===== src/rtl/spi_tx_pkg.sv =====
// Shared types and constants for the SPI word transmitter.
// No logic; no latency or backpressure of its own.
package spi_tx_pkg;

   localparam int SPI_WORD_W = 32;

   typedef enum logic [2:0] {
      IDLE,
      SETUP,
      SHIFT,
      HOLD,
      GAP
   } state_t;

   function automatic int max3(input int a, input int b, input int c);
      int m;
      m = (a > b) ? a : b;
      return (m > c) ? m : c;
   endfunction

endpackage


===== src/rtl/spi_tx_clkgen.sv =====
// SCK divider: HALF_DIV clk cycles per sck half-period while en is high, sck parked low otherwise.
// rise/fall strobe the cycle before sck toggles; no backpressure.
module spi_tx_clkgen #(
   parameter int HALF_DIV = 2
) (
   input  logic clk,
   input  logic rst_n,
   input  logic en,
   output logic sck,
   output logic rise,
   output logic fall
);

   localparam int CW = (HALF_DIV > 1) ? $clog2(HALF_DIV) : 1;

   logic [CW-1:0] cnt;
   logic          sck_q;
   logic          tick;

   assign tick = en && (cnt == CW'(HALF_DIV - 1));
   assign rise = tick && !sck_q;
   assign fall = tick && sck_q;
   assign sck  = sck_q;

   always_ff @(posedge clk or negedge rst_n) begin
      if (!rst_n) begin
         cnt   <= '0;
         sck_q <= 1'b0;
      end else if (!en) begin
         cnt   <= '0;
         sck_q <= 1'b0;
      end else if (tick) begin
         cnt   <= '0;
         sck_q <= ~sck_q;
      end else begin
         cnt <= cnt + CW'(1);
      end
   end

endmodule


===== src/rtl/spi_transmitter.sv =====
// Mode-0 SPI master serializer: one DATA_WIDTH word per scs-low frame, MSB first.
// First sck rise 1+CS_SETUP+HALF_DIV cycles after accept; tx_ready_o only in IDLE.
module spi_transmitter
   import spi_tx_pkg::*;
#(
   parameter int DATA_WIDTH = SPI_WORD_W,
   parameter int HALF_DIV   = 2,
   parameter int CS_SETUP   = 1,
   parameter int CS_HOLD    = 1,
   parameter int IDLE_GAP   = 2
) (
   input  logic                  clk,
   input  logic                  rst_n,
   input  logic [DATA_WIDTH-1:0] tx_data_i,
   input  logic                  tx_valid_i,
   output logic                  tx_ready_o,
   output logic                  busy_o,
   output logic                  done_o,
   output logic                  scs_o,
   output logic                  sck_o,
   output logic                  sdo_o
);

   if (DATA_WIDTH < 2) begin : g_bad_width
      $error("spi_transmitter: DATA_WIDTH must be >= 2");
   end
   if (HALF_DIV < 1) begin : g_bad_div
      $error("spi_transmitter: HALF_DIV must be >= 1");
   end
   if (CS_SETUP < 1 || CS_HOLD < 1 || IDLE_GAP < 1) begin : g_bad_phase
      $error("spi_transmitter: CS_SETUP, CS_HOLD and IDLE_GAP must be >= 1");
   end

   localparam int PH_MAX = max3(CS_SETUP, CS_HOLD, IDLE_GAP);
   localparam int PW     = (PH_MAX > 1) ? $clog2(PH_MAX) : 1;
   localparam int BW     = $clog2(DATA_WIDTH);

   state_t                state, state_nxt;
   logic [PW-1:0]         ph_cnt;
   logic [PW-1:0]         ph_lim;
   logic [BW-1:0]         bit_cnt;
   logic [DATA_WIDTH-2:0] shreg;
   logic                  last_hi;
   logic                  accept, ph_done, last_fall;
   logic                  sck_en, sck_rise, sck_fall;

   assign accept    = tx_valid_i && tx_ready_o;
   assign sck_en    = (state == SHIFT);
   assign ph_done   = (ph_cnt == ph_lim);
   assign last_fall = sck_fall && last_hi;

   spi_tx_clkgen #(.HALF_DIV(HALF_DIV)) u_clkgen (
      .clk  (clk),
      .rst_n(rst_n),
      .en   (sck_en),
      .sck  (sck_o),
      .rise (sck_rise),
      .fall (sck_fall)
   );

   always_comb begin
      ph_lim = '0;
      case (state)
         SETUP:   ph_lim = PW'(CS_SETUP - 1);
         HOLD:    ph_lim = PW'(CS_HOLD - 1);
         GAP:     ph_lim = PW'(IDLE_GAP - 1);
         default: ph_lim = '0;
      endcase
   end

   always_comb begin
      state_nxt = state;
      case (state)
         IDLE:    if (accept)    state_nxt = SETUP;
         SETUP:   if (ph_done)   state_nxt = SHIFT;
         SHIFT:   if (last_fall) state_nxt = HOLD;
         HOLD:    if (ph_done)   state_nxt = GAP;
         GAP:     if (ph_done)   state_nxt = IDLE;
         default:                state_nxt = IDLE;
      endcase
   end

   always_ff @(posedge clk or negedge rst_n) begin
      if (!rst_n) state <= IDLE;
      else        state <= state_nxt;
   end

   // Outputs are registered from the next state so scs/ready/busy change in step with it.
   always_ff @(posedge clk or negedge rst_n) begin
      if (!rst_n) begin
         scs_o      <= 1'b1;
         sdo_o      <= 1'b0;
         tx_ready_o <= 1'b1;
         busy_o     <= 1'b0;
         done_o     <= 1'b0;
         ph_cnt     <= '0;
         bit_cnt    <= '0;
         shreg      <= '0;
         last_hi    <= 1'b0;
      end else begin
         scs_o      <= !(state_nxt inside {SETUP, SHIFT, HOLD});
         tx_ready_o <= (state_nxt == IDLE);
         busy_o     <= (state_nxt != IDLE);
         done_o     <= (state == HOLD) && (state_nxt == GAP);

         if (state_nxt != state || state == IDLE || state == SHIFT) ph_cnt <= '0;
         else                                                      ph_cnt <= ph_cnt + PW'(1);

         if (accept) begin
            sdo_o   <= tx_data_i[DATA_WIDTH-1];
            shreg   <= tx_data_i[DATA_WIDTH-2:0];
            bit_cnt <= '0;
            last_hi <= 1'b0;
         end else if (sck_rise && bit_cnt == BW'(DATA_WIDTH - 1)) begin
            last_hi <= 1'b1;
         end else if (sck_fall && !last_hi) begin
            // next bit goes out on the falling edge so it is stable across the following rise
            sdo_o   <= shreg[DATA_WIDTH-2];
            shreg   <= shreg << 1;
            bit_cnt <= bit_cnt + BW'(1);
         end else if (state == HOLD && state_nxt == GAP) begin
            sdo_o   <= 1'b0;
            shreg   <= '0;
            last_hi <= 1'b0;
         end
      end
   end

endmodule


===== config.mk =====
export PLATFORM = sky130hd
export DESIGN_NAME = spi_transmitter
export DESIGN_NICKNAME = d
export VERILOG_FILES = /design/src/rtl/spi_tx_pkg.sv /design/src/rtl/spi_tx_clkgen.sv /design/src/rtl/spi_transmitter.sv
export SDC_FILE = /design/constraint.sdc
export NUM_CORES = 1
export LEC_CHECK = 0
export CORE_MARGIN = 8
export CORE_UTILIZATION = 53
export DETAILED_ROUTE_END_ITERATION = 16
export PLACE_DENSITY = 0.91
export SYNTH_ARGS = -nofsm -noshare
export SYNTH_HDL_FRONTEND = slang
export SYNTH_HIERARCHICAL = 1
export SYNTH_SLANG_ARGS = --single-unit

===== constraint.sdc =====
create_clock -name clk -period 2.1 [get_ports clk]
set_input_delay 0.42 -clock clk [delete_from_list [all_inputs] [get_ports clk]]
set_output_delay 0.42 -clock clk [all_outputs]
set_load 0.05 [all_outputs]

-- Word level (Yosys, flattened, before mapping)
Cells that the tools add are included.
- register bits: 48
- latch bits: 0
- memory bits (writable): 0
- ROM bits: 0
- bits of input ports: 35
- output and inout port bits: 6
- word-level logic and storage cells: 79
- memories kept: 0
- $add $sub $neg: 3
- multiply operators: 0
- divide/modulo/power cells: 0
- order comparisons: 0
- equal/unequal tests: 14
- shift operators: 0
- multiplexer cells: 26
- bitwise gates (word level): 1
- reduce and logical (&&, ||, !) cells: 23
- operators with widths (operator ; count):
    two-way mux 31 bit ; 4
    two-way mux 3 bit ; 5
    two-way mux 5 bit ; 3
    one-hot mux 3 bit (5 select lines) ; 1
    two-way mux 1 bit ; 13
    == test 3 x 2 -> 1 bit (second input constant) ; 4
    nonzero test 3 bit ; 4
    logical AND 1 bit ; 8
    == test 3 x 1 -> 1 bit (second input constant) ; 2
    == test 3 bit (second input constant) ; 2
    logical NOT 3 bit ; 2
    AND reduction 2 bit ; 3
    adder 5 x 1 -> 5 bit (second input constant) ; 1
    == test 5 bit (second input constant) ; 1
    inequality test 2 bit (second input constant) ; 2
    logical NOT 1 bit ; 3
    inequality test 3 bit ; 1
    inequality test 3 bit (second input constant) ; 1
    adder 1 bit (second input constant) ; 2
    logical OR 1 bit ; 2
    nonzero test 2 bit ; 1
    == test 1 bit ; 1
    NOT 1 bit ; 1

-- Longest topological paths before layout
Gate-level depths: netlist of run 1.
- word-level depth: 12
- depth in mapped cells: 9
- mapped depth without buffers: 6

-- Cells and area by module
Netlist of run 1, hierarchy kept.
- modules (own cells, without submodules) (module ; instances ; cells an instance ; area each (um^2) ; seq. area each (um^2)):
    spi_transmitter ; 1 ; 251 ; 2448.6 ; 1153.6
    spi_tx_clkgen ; 1 ; 8 ; 88.8 ; 50.0

-- Least setup slack after synthesis of run 1
Ideal clock, no wire load.
- path kind: register -> register
- start point: register bit_cnt[0]
- end point: register bit_cnt[3]
- setup time: 78 ps
- arrival time: 1805 ps
- data required time: 2022 ps
- slack: 217 ps
- cell stages (with the launch flop): 8
- path buffers: 1
- period minus slack after synthesis: 1883 ps
- cells stage by stage: dfrtp_1 -> ha_1 -> and3_1 -> ha_1 -> and2_4 -> buf_6 -> or4_1 -> a21oi_1
- longest elaborated chain between the ends: 4
- elaborated cells between the ends (all ways): 8
- those cells by class: 1 x add/sub; 2 x eq/ne; 3 x mux; 2 x reduce/logical
- ends and longest elaborated chain (item ; RTL line ; RTL):
    start: declaration ; spi_transmitter.sv:41 ; logic [BW-1:0] bit_cnt;
    start signal: assignment ; spi_transmitter.sv:120 ; bit_cnt <= bit_cnt + BW'(1);
    adder 5 x 1 -> 5 bit / == test 5 bit (equally long branches) ; spi_transmitter.sv:120, spi_transmitter.sv:114 ;
    two-way mux 5 bit / logical AND 1 bit (equally long branches) ; spi_transmitter.sv:116, spi_transmitter.sv:114 ;
    two-way mux 5 bit / inequality test 2 bit (equally long branches) ; - ;
    two-way mux 5 bit / AND reduction 2 bit (equally long branches) ; - ;
Parallel ways exist; a longest one is shown, timed or not. The select of a mux whose other input is x is not followed.
A chain may end at the register's enable or synchronous reset.

-- Final worst setup path of run 1
- start point: register bit_cnt[0]
- end point: register shreg[0]
- longest elaborated chain between the ends: 4
- ends and longest elaborated chain (item ; RTL line ; RTL):
    == test 5 bit ; spi_transmitter.sv:114 ; end else if (sck_rise && bit_cnt == BW'(DATA_WIDTH - 1)) begin
    logical AND 1 bit ; spi_transmitter.sv:114 ;
    inequality test 2 bit (no line) ; - ;
    AND reduction 2 bit (no line) ; - ;
    end signal: assignment ; spi_transmitter.sv:111 ; shreg <= tx_data_i[DATA_WIDTH-2:0];
    end signal: assignment ; spi_transmitter.sv:119 ; shreg <= shreg << 1;
    end: declaration ; spi_transmitter.sv:42 ; logic [DATA_WIDTH-2:0] shreg;
Every way passes these cells.

==> flow_summary_export.csv, run 1 <==
group,metric,value,unit
status,status,"finished clean",
synthesis,synthXorXnorAreaFrac,0.006903,
setup_path,reg2regPathDepth,6,
floorplan,die-area,7257,um2
place,gp_congestion,0.7940,
cts,ctsRootBufferMaster,"clkbuf_8",
place,dpl.cell_count,342,
final_layout,syn2layout_area_growth,24.11,%
setup_path,path_class,"reg2reg",
job,maxCapViolations,0,
synthesis,yosys_warnings,6,
cts,cts_tree,"yes",
setup_path,crit_family,"simple AND/OR/NAND/NOR gates",
floorplan,start_util,0.5444,
timing,fin_crit_sh,0.9504,
routing,wl_per_cell,17.45,um
floorplan,die_h,85.19,um
power_and_ir_drop,internal_power,2.234,mW
setup_path,path_cells,"ha_1 > and3_1 > ha_1 > and2_4 > nor2_4 > o31ai_1",
final_layout,multi_input_area,1189,um2
synthesis,ys_types,32,
setup_path,cp_common_cell,"ha_1",
cts,h-tree-depth,2,
floorplan,rows,25,
synthesis,ys_seq_area_frac,0.4744,
setup_path,max_stage_delay,540,ps
timing,holdWs,183.9,ps
synthesis,synth_top_family_by_area,"compound AO/OA/AOI/OAI gates",
setup_path,cp-start-kind,"flop",
timing,hold_viol,0,
setup_path,crit_slowest_cell,"nor2_4",
routing,dr.pass1.iters,5,
routing,viasPerCell,6.363,
routing,drc,0,
timing,final.setup_skew,3.233,ps
synthesis,synthAdderAreaFrac,0.009862,
final_layout,fill_cells,347,
grt,grt_first_pass_wirelength,10290,um
cts,cts.sinks,48,
power_and_ir_drop,swShare,0.3719,
cts,path_clk_slew,90,ps
synthesis,synth_area,2537,um2
setup_path,worstReg2RegEnd,"shreg[0]",
final_layout,stdcell_count,350,
routing,ant_nets,0,
setup_path,critPathRequiredTime,2260,ps
grt,grt_pass1_vias,2173,
final_layout,seqCellArea,1204,um2
cts,cts.path.max_buffers,2,
setup_path,cp.buffers_inverters,0,
timing,setup_tns,0,ps
floorplan,core_area,4661,um2
synthesis,yosys.area_share.simple,0.2027,
cts,clk_latency,310,ps
timing,fmax,501.0,MHz
timing,maxSlewHeadroom,0.4774,
power_and_ir_drop,combinationalPowerShare,0.383,
timing,slew_violations,0,
setup_path,crit_path_max_fanout,32,
synthesis,synth-compound-area-share,0.2431,
cts,cts_hold_buf,0,
setup_path,critical_path_arrival,2160,ps
grt,grtUsageTotal,0.1744,
synthesis,avgSynthCellArea,9.797,um2
floorplan,die_x,85.19,um
final_layout,stdcell_area,3149,um2
setup_path,worst-path-stages,6,
timing,fin_crit,1996,ps
power_and_ir_drop,clockPowerShare,0.190,
final_layout,n_antenna_cell,0,
synthesis,synthCells,259,
routing,vias,2227,
place,hpwlAfterDp,4018,um
power_and_ir_drop,seqPwrFrac,0.427,
timing,setup_ws,104.2,ps
power_and_ir_drop,p_leak,1.408,nW
power_and_ir_drop,totalPowerFinal,3.556,mW
synthesis,muxShareOfSynthArea,0,
setup_path,reg2reg_from,"bit_cnt[0]",
final_layout,layout.nets,332,
final_layout,drive_gt1_frac,0.1385,
setup_path,r2r_slack,100,ps
timing,setup_viol,0,
grt,grt_remaining_overflow,0,
final_layout,fin_util,0.6757,
cts,cts-buffers-inserted,5,
place,io_buffers,40,
routing,drt_iter0_drc,186,
place,dpl_cell_area,3033,um2
power_and_ir_drop,cellPowerDensity,1129,nW/um2
timing,tightest_slew,783.8,ps
power_and_ir_drop,p_switching,1.322,mW
synthesis,synth.net_count,296,
setup_path,critPathCaptureType,"flop",
grt,grt_max_degree,44,
place,place_ws,-256.4,ps
grt,antenna_found_initial,0,
floorplan,io_pins,41,
synthesis,synth-seq-cells,48,
routing,finalWirelength,6109,um
hold_path,min-delay-path-class,"in2async",
timing,rsz0062_at_grt,"no",
power_and_ir_drop,ir_worst_vdd,0.0006382,V
-- sequential cells by signal, indices dropped and copies added (netlist names) --
| name | flops |
|---|---|
| bit_cnt | 5 |
| busy_o | 1 |
| done_o | 1 |
| last_hi | 1 |
| ph_cnt | 1 |
| scs_o | 1 |
| sdo_o | 1 |
| shreg | 31 |
| state | 3 |
| tx_ready_o | 1 |
| u_clkgen/cnt | 1 |
| u_clkgen/sck | 1 |
-- power groups by stage --
stage | Clock (mW) | Combinational, mW | Sequential [mW]
after floorplan | 0 | 0.793 | 1.63
after global placement | 0 | 1.29 | 1.51
after detailed placement | 0 | 1.35 | 1.53
after CTS | 0.681 | 1.37 | 1.51
after global routing | 0.723 | 1.50 | 1.56
final | 0.674 | 1.36 | 1.52
-- cells in the final DEF, fill, tap and decap left out, drive strengths merged, types with 2 or more instances in the layout --
cell type	n
a21oi	7
a41oi	31
and2	4
and3	33
buf	22
clkbuf	5
clkdlybuf4s50	37
dfrtp	46
dfstp	2
ha	2
inv	2
nand2	36
nand2b	2
nand3	4
nor2	6
nor2b	2
o21ai	4
o31ai	35
or4	2
-- per-layer routing --
layer | wire length (um) | global-route usage | vias to the layer above
met3 | 518 | 0.06371 | 6
li1 | - | - | 1057
met2 | 2931 | 0.2727 | 85
met5 | 0 | 0 | -
met4 | 55 | 0.05663 | 0
met1 | 2603 | 0.2169 | 1079
-- cell usage after synthesis --
| master | count | area share |
|---|---|---|
| a21oi_1 | 7 | 0.014 |
| a41oi_1 | 31 | 0.11 |
| and2_1 | 3 | 0.0074 |
| and2_4 | 1 | 0.0035 |
| and2b_2 | 1 | 0.0035 |
| and3_1 | 32 | 0.079 |
| and3_2 | 1 | 0.0030 |
| buf_2 | 8 | 0.016 |
| buf_6 | 4 | 0.018 |
| clkbuf_1 | 18 | 0.027 |
| dfrtp_1 | 46 | 0.45 |
| dfstp_2 | 2 | 0.021 |
| ha_1 | 2 | 0.0099 |
| inv_1 | 2 | 0.0030 |
| nand2_1 | 36 | 0.053 |
| nand2b_1 | 2 | 0.0049 |
| nand3_1 | 4 | 0.0079 |
| nand4bb_4 | 1 | 0.011 |
| nor2_1 | 6 | 0.0089 |
| nor2b_1 | 2 | 0.0049 |
| nor3_1 | 1 | 0.0020 |
| nor3b_1 | 1 | 0.0030 |
| o21a_1 | 1 | 0.0030 |
| o21ai_0 | 4 | 0.0079 |
| o31ai_1 | 35 | 0.10 |
| o41a_1 | 1 | 0.0044 |
| o41ai_1 | 1 | 0.0035 |
| or2_2 | 1 | 0.0025 |
| or3_1 | 1 | 0.0025 |
| or4_1 | 2 | 0.0059 |
| xnor2_1 | 1 | 0.0035 |
| xor2_1 | 1 | 0.0035 |
-- repair_timing --
action,in CTS,in global routing
resized for setup,1,0
setup endpoints to repair,32,0
buffers inserted,0,0
-- cell type report --
class                   instances  share of cell area
inverters                       2            0.002384
flip-flops and latches         48              0.3822
multi-input cells             179              0.3774
repair buffers                 59              0.1812
well taps                      54             0.02145
clock buffers                   5             0.02185
clock inverters                 3             0.01351
-- worst max-delay path by stage --
stage / start / end / slack [ps]
2_1_floorplan: bit_cnt[0] / bit_cnt[3] / 220
3_3_place_gp: bit_cnt[0] / shreg[11] / -220
3_5_place_dp: bit_cnt[0] / shreg[16] / -260
4_1_cts: bit_cnt[0] / shreg[30] / 110
5_1_grt: bit_cnt[1] / shreg[30] / 1
6_report: bit_cnt[0] / shreg[0] / 100
-- kinds of logic (layout without fill, tap and decap cells) --
group,after synthesis,count (layout)
flip-flops,48,48
AO/OA/AOI/OAI,80,80
AND/OR/NAND/NOR,95,95
buffers and inverters,32,69
adder cells (fa/ha/maj),2,2
XOR/XNOR,2,2
Note: power is estimated with default switching activity, not from simulation.
==> run 2, diff against run 1 <==
- CORE_ASPECT_RATIO: not set -> 0.75
- CORE_UTILIZATION: 53 -> 45
- PLACE_DENSITY: 0.91 -> 0.81
==> run 2 against run 1 <==
Compared with the run above:
- worst setup slack worse by 13 ps
- clock power shrank 18%
- sequential cell count did not move
- non-clock buffer count is 3 lower
- maximum frequency decreased by 0.63%
- clock skew increased by 5.6 ps
==> flow_summary_export.csv, run 2 (synthesized netlist as in run 1, its figures left out) <==
group,metric,value,unit
status,status,"finished clean",
timing,tightest_slew,620.6,ps
setup_path,critical_path_arrival,2240,ps
routing,drt_iter0_drc,193,
timing,fin_crit_sh,0.9564,
setup_path,critPathRequiredTime,2330,ps
floorplan,die_h,81.03,um
setup_path,r2r_slack,90,ps
hold_path,min-delay-path-class,"in2async",
grt,grt_remaining_overflow,0,
grt,grtUsageTotal,0.1570,
routing,drc,0,
timing,slew_violations,0,
floorplan,die-area,8323,um2
setup_path,critPathCaptureType,"flop",
final_layout,largest_reg_flops,31,
grt,grt_first_pass_wirelength,10560,um
timing,rsz0062_at_grt,"no",
setup_path,path_class,"reg2reg",
floorplan,die_x,102.7,um
setup_path,worstReg2RegEnd,"bit_cnt[3]",
job,maxCapViolations,0,
final_layout,layout.nets,329,
setup_path,cp-start-kind,"flop",
power_and_ir_drop,totalPowerFinal,3.430,mW
place,hpwlAfterDp,4092,um
final_layout,drive_gt1_frac,0.1365,
setup_path,worstSetupEndpoint,"bit_cnt[3]",
cts,cts-buffers-inserted,5,
power_and_ir_drop,cellPowerDensity,1089,nW/um2
floorplan,io_pins,41,
power_and_ir_drop,ir_worst_vdd,0.0004871,V
setup_path,reg2regPathDepth,7,
routing,viasPerCell,5.889,
final_layout,top_register,"shreg",
final_layout,fill_cells,457,
timing,setup_tns,0,ps
final_layout,syn2layout_area_growth,24.11,%
grt,antenna_found_initial,0,
cts,cts.path.max_buffers,2,
final_layout,reg_top3,"shreg: 31 flops, bit_cnt: 5 flops, state: 3 flops",
timing,holdWs,202.9,ps
routing,dr.pass1.iters,4,
final_layout,mostFrequentLayoutCells,"46 x dfrtp_1, 37 x clkdlybuf4s50_1, 35 x o31ai_1, 35 x nand2_1, 32 x and3_1",
routing,ant_nets,0,
timing,final.setup_skew,8.825,ps
timing,fmax,497.9,MHz
floorplan,rows,23,
routing,finalWirelength,6267,um
place,io_buffers,40,
cts,path_clk_slew,90,ps
timing,hold_viol,0,
power_and_ir_drop,p_leak,1.390,nW
cts,clk_latency,300,ps
final_layout,final_common_cell,"dfrtp_1",
routing,wl_per_cell,17.03,um
place,gp_congestion,0.7937,
grt,grt_max_degree,65,
routing,vias,2167,
grt,grt_pass1_vias,2200,
timing,maxSlewHeadroom,0.5863,
cts,cts_tree,"yes",
setup_path,reg2reg_from,"bit_cnt[0]",
cts,cts.sinks,48,
floorplan,start_util,0.4715,
cts,ctsRootBufferMaster,"clkbuf_8",
timing,setup_viol,0,
final_layout,n_antenna_cell,0,
setup_path,critPathLaunch,"bit_cnt[0]",
timing,fin_crit,2008,ps
setup_path,crit_path_max_fanout,10,
floorplan,core_area,5381,um2
cts,h-tree-depth,2,
## run 2: metal layers
metal,up-vias,track usage,wire length [um]
li1,1048,-,-
met1,1052,0.2122,2959
met2,58,0.2445,2935
met3,9,0.03074,277
met4,0,0.05839,94
met5,-,0,0
## run 2: area by class of cell
class	instances	area (um2)	share of cell area
Multi-Input combinational cell	179	1196	0.3798
Clock buffer	5	68.82	0.02185
Clock inverter	3	18.77	0.005959
Sequential cell	48	1204	0.3822
Tap cell	75	93.84	0.02980
Timing Repair Buffer	56	560.5	0.1780
Inverter	2	7.507	0.002384
## run 2: worst min-delay path by stage
| stage | start | end | slack (ps) |
|---|---|---|---|
| floorplan | rst_n | bit_cnt[0] | 120 |
| global placement | shreg[24] | shreg[25] | 500 |
| detailed placement | shreg[24] | shreg[25] | 510 |
| CTS | rst_n | done_o | 220 |
| global route | rst_n | shreg[17] | 250 |
| finish | rst_n | done_o | 200 |
## run 2: worst max-delay path, cell delays in order, from the launching register on
cell,delay [ps]
dfrtp_1,410
ha_2,190
and3_1,180
ha_1,190
and2_4,150
buf_4,160
or4_1,500
a21oi_1,150
## run 2: where the power goes
part / total [mW] / internal (mW) / leakage [nW] / switching (mW)
Combinational: 1.35 / 0.600 / 0.728 / 0.751
Clock: 0.555 / 0.233 / 0.0479 / 0.322
Sequential: 1.52 / 1.29 / 0.614 / 0.236
Total: 3.43 / 2.12 / 1.39 / 1.31
## run 2: through the flow
stage	std cells	utilization	area, um2	setup slack [ps]
floorplan	259	-	2537	216.8
global placement	359	0.5652	3042	148.2
detailed placement	359	0.5652	3042	60.23
CTS	367	0.5815	3129	38.69
global route	368	0.5852	3149	15.14
finish	368	0.5852	3149	91.55
## run 2: timing repair
item,in CTS,in global routing
endpoints found under the setup margin,0,29
setup buffers,0,1
resized for setup,0,3
hold buffers,0,0
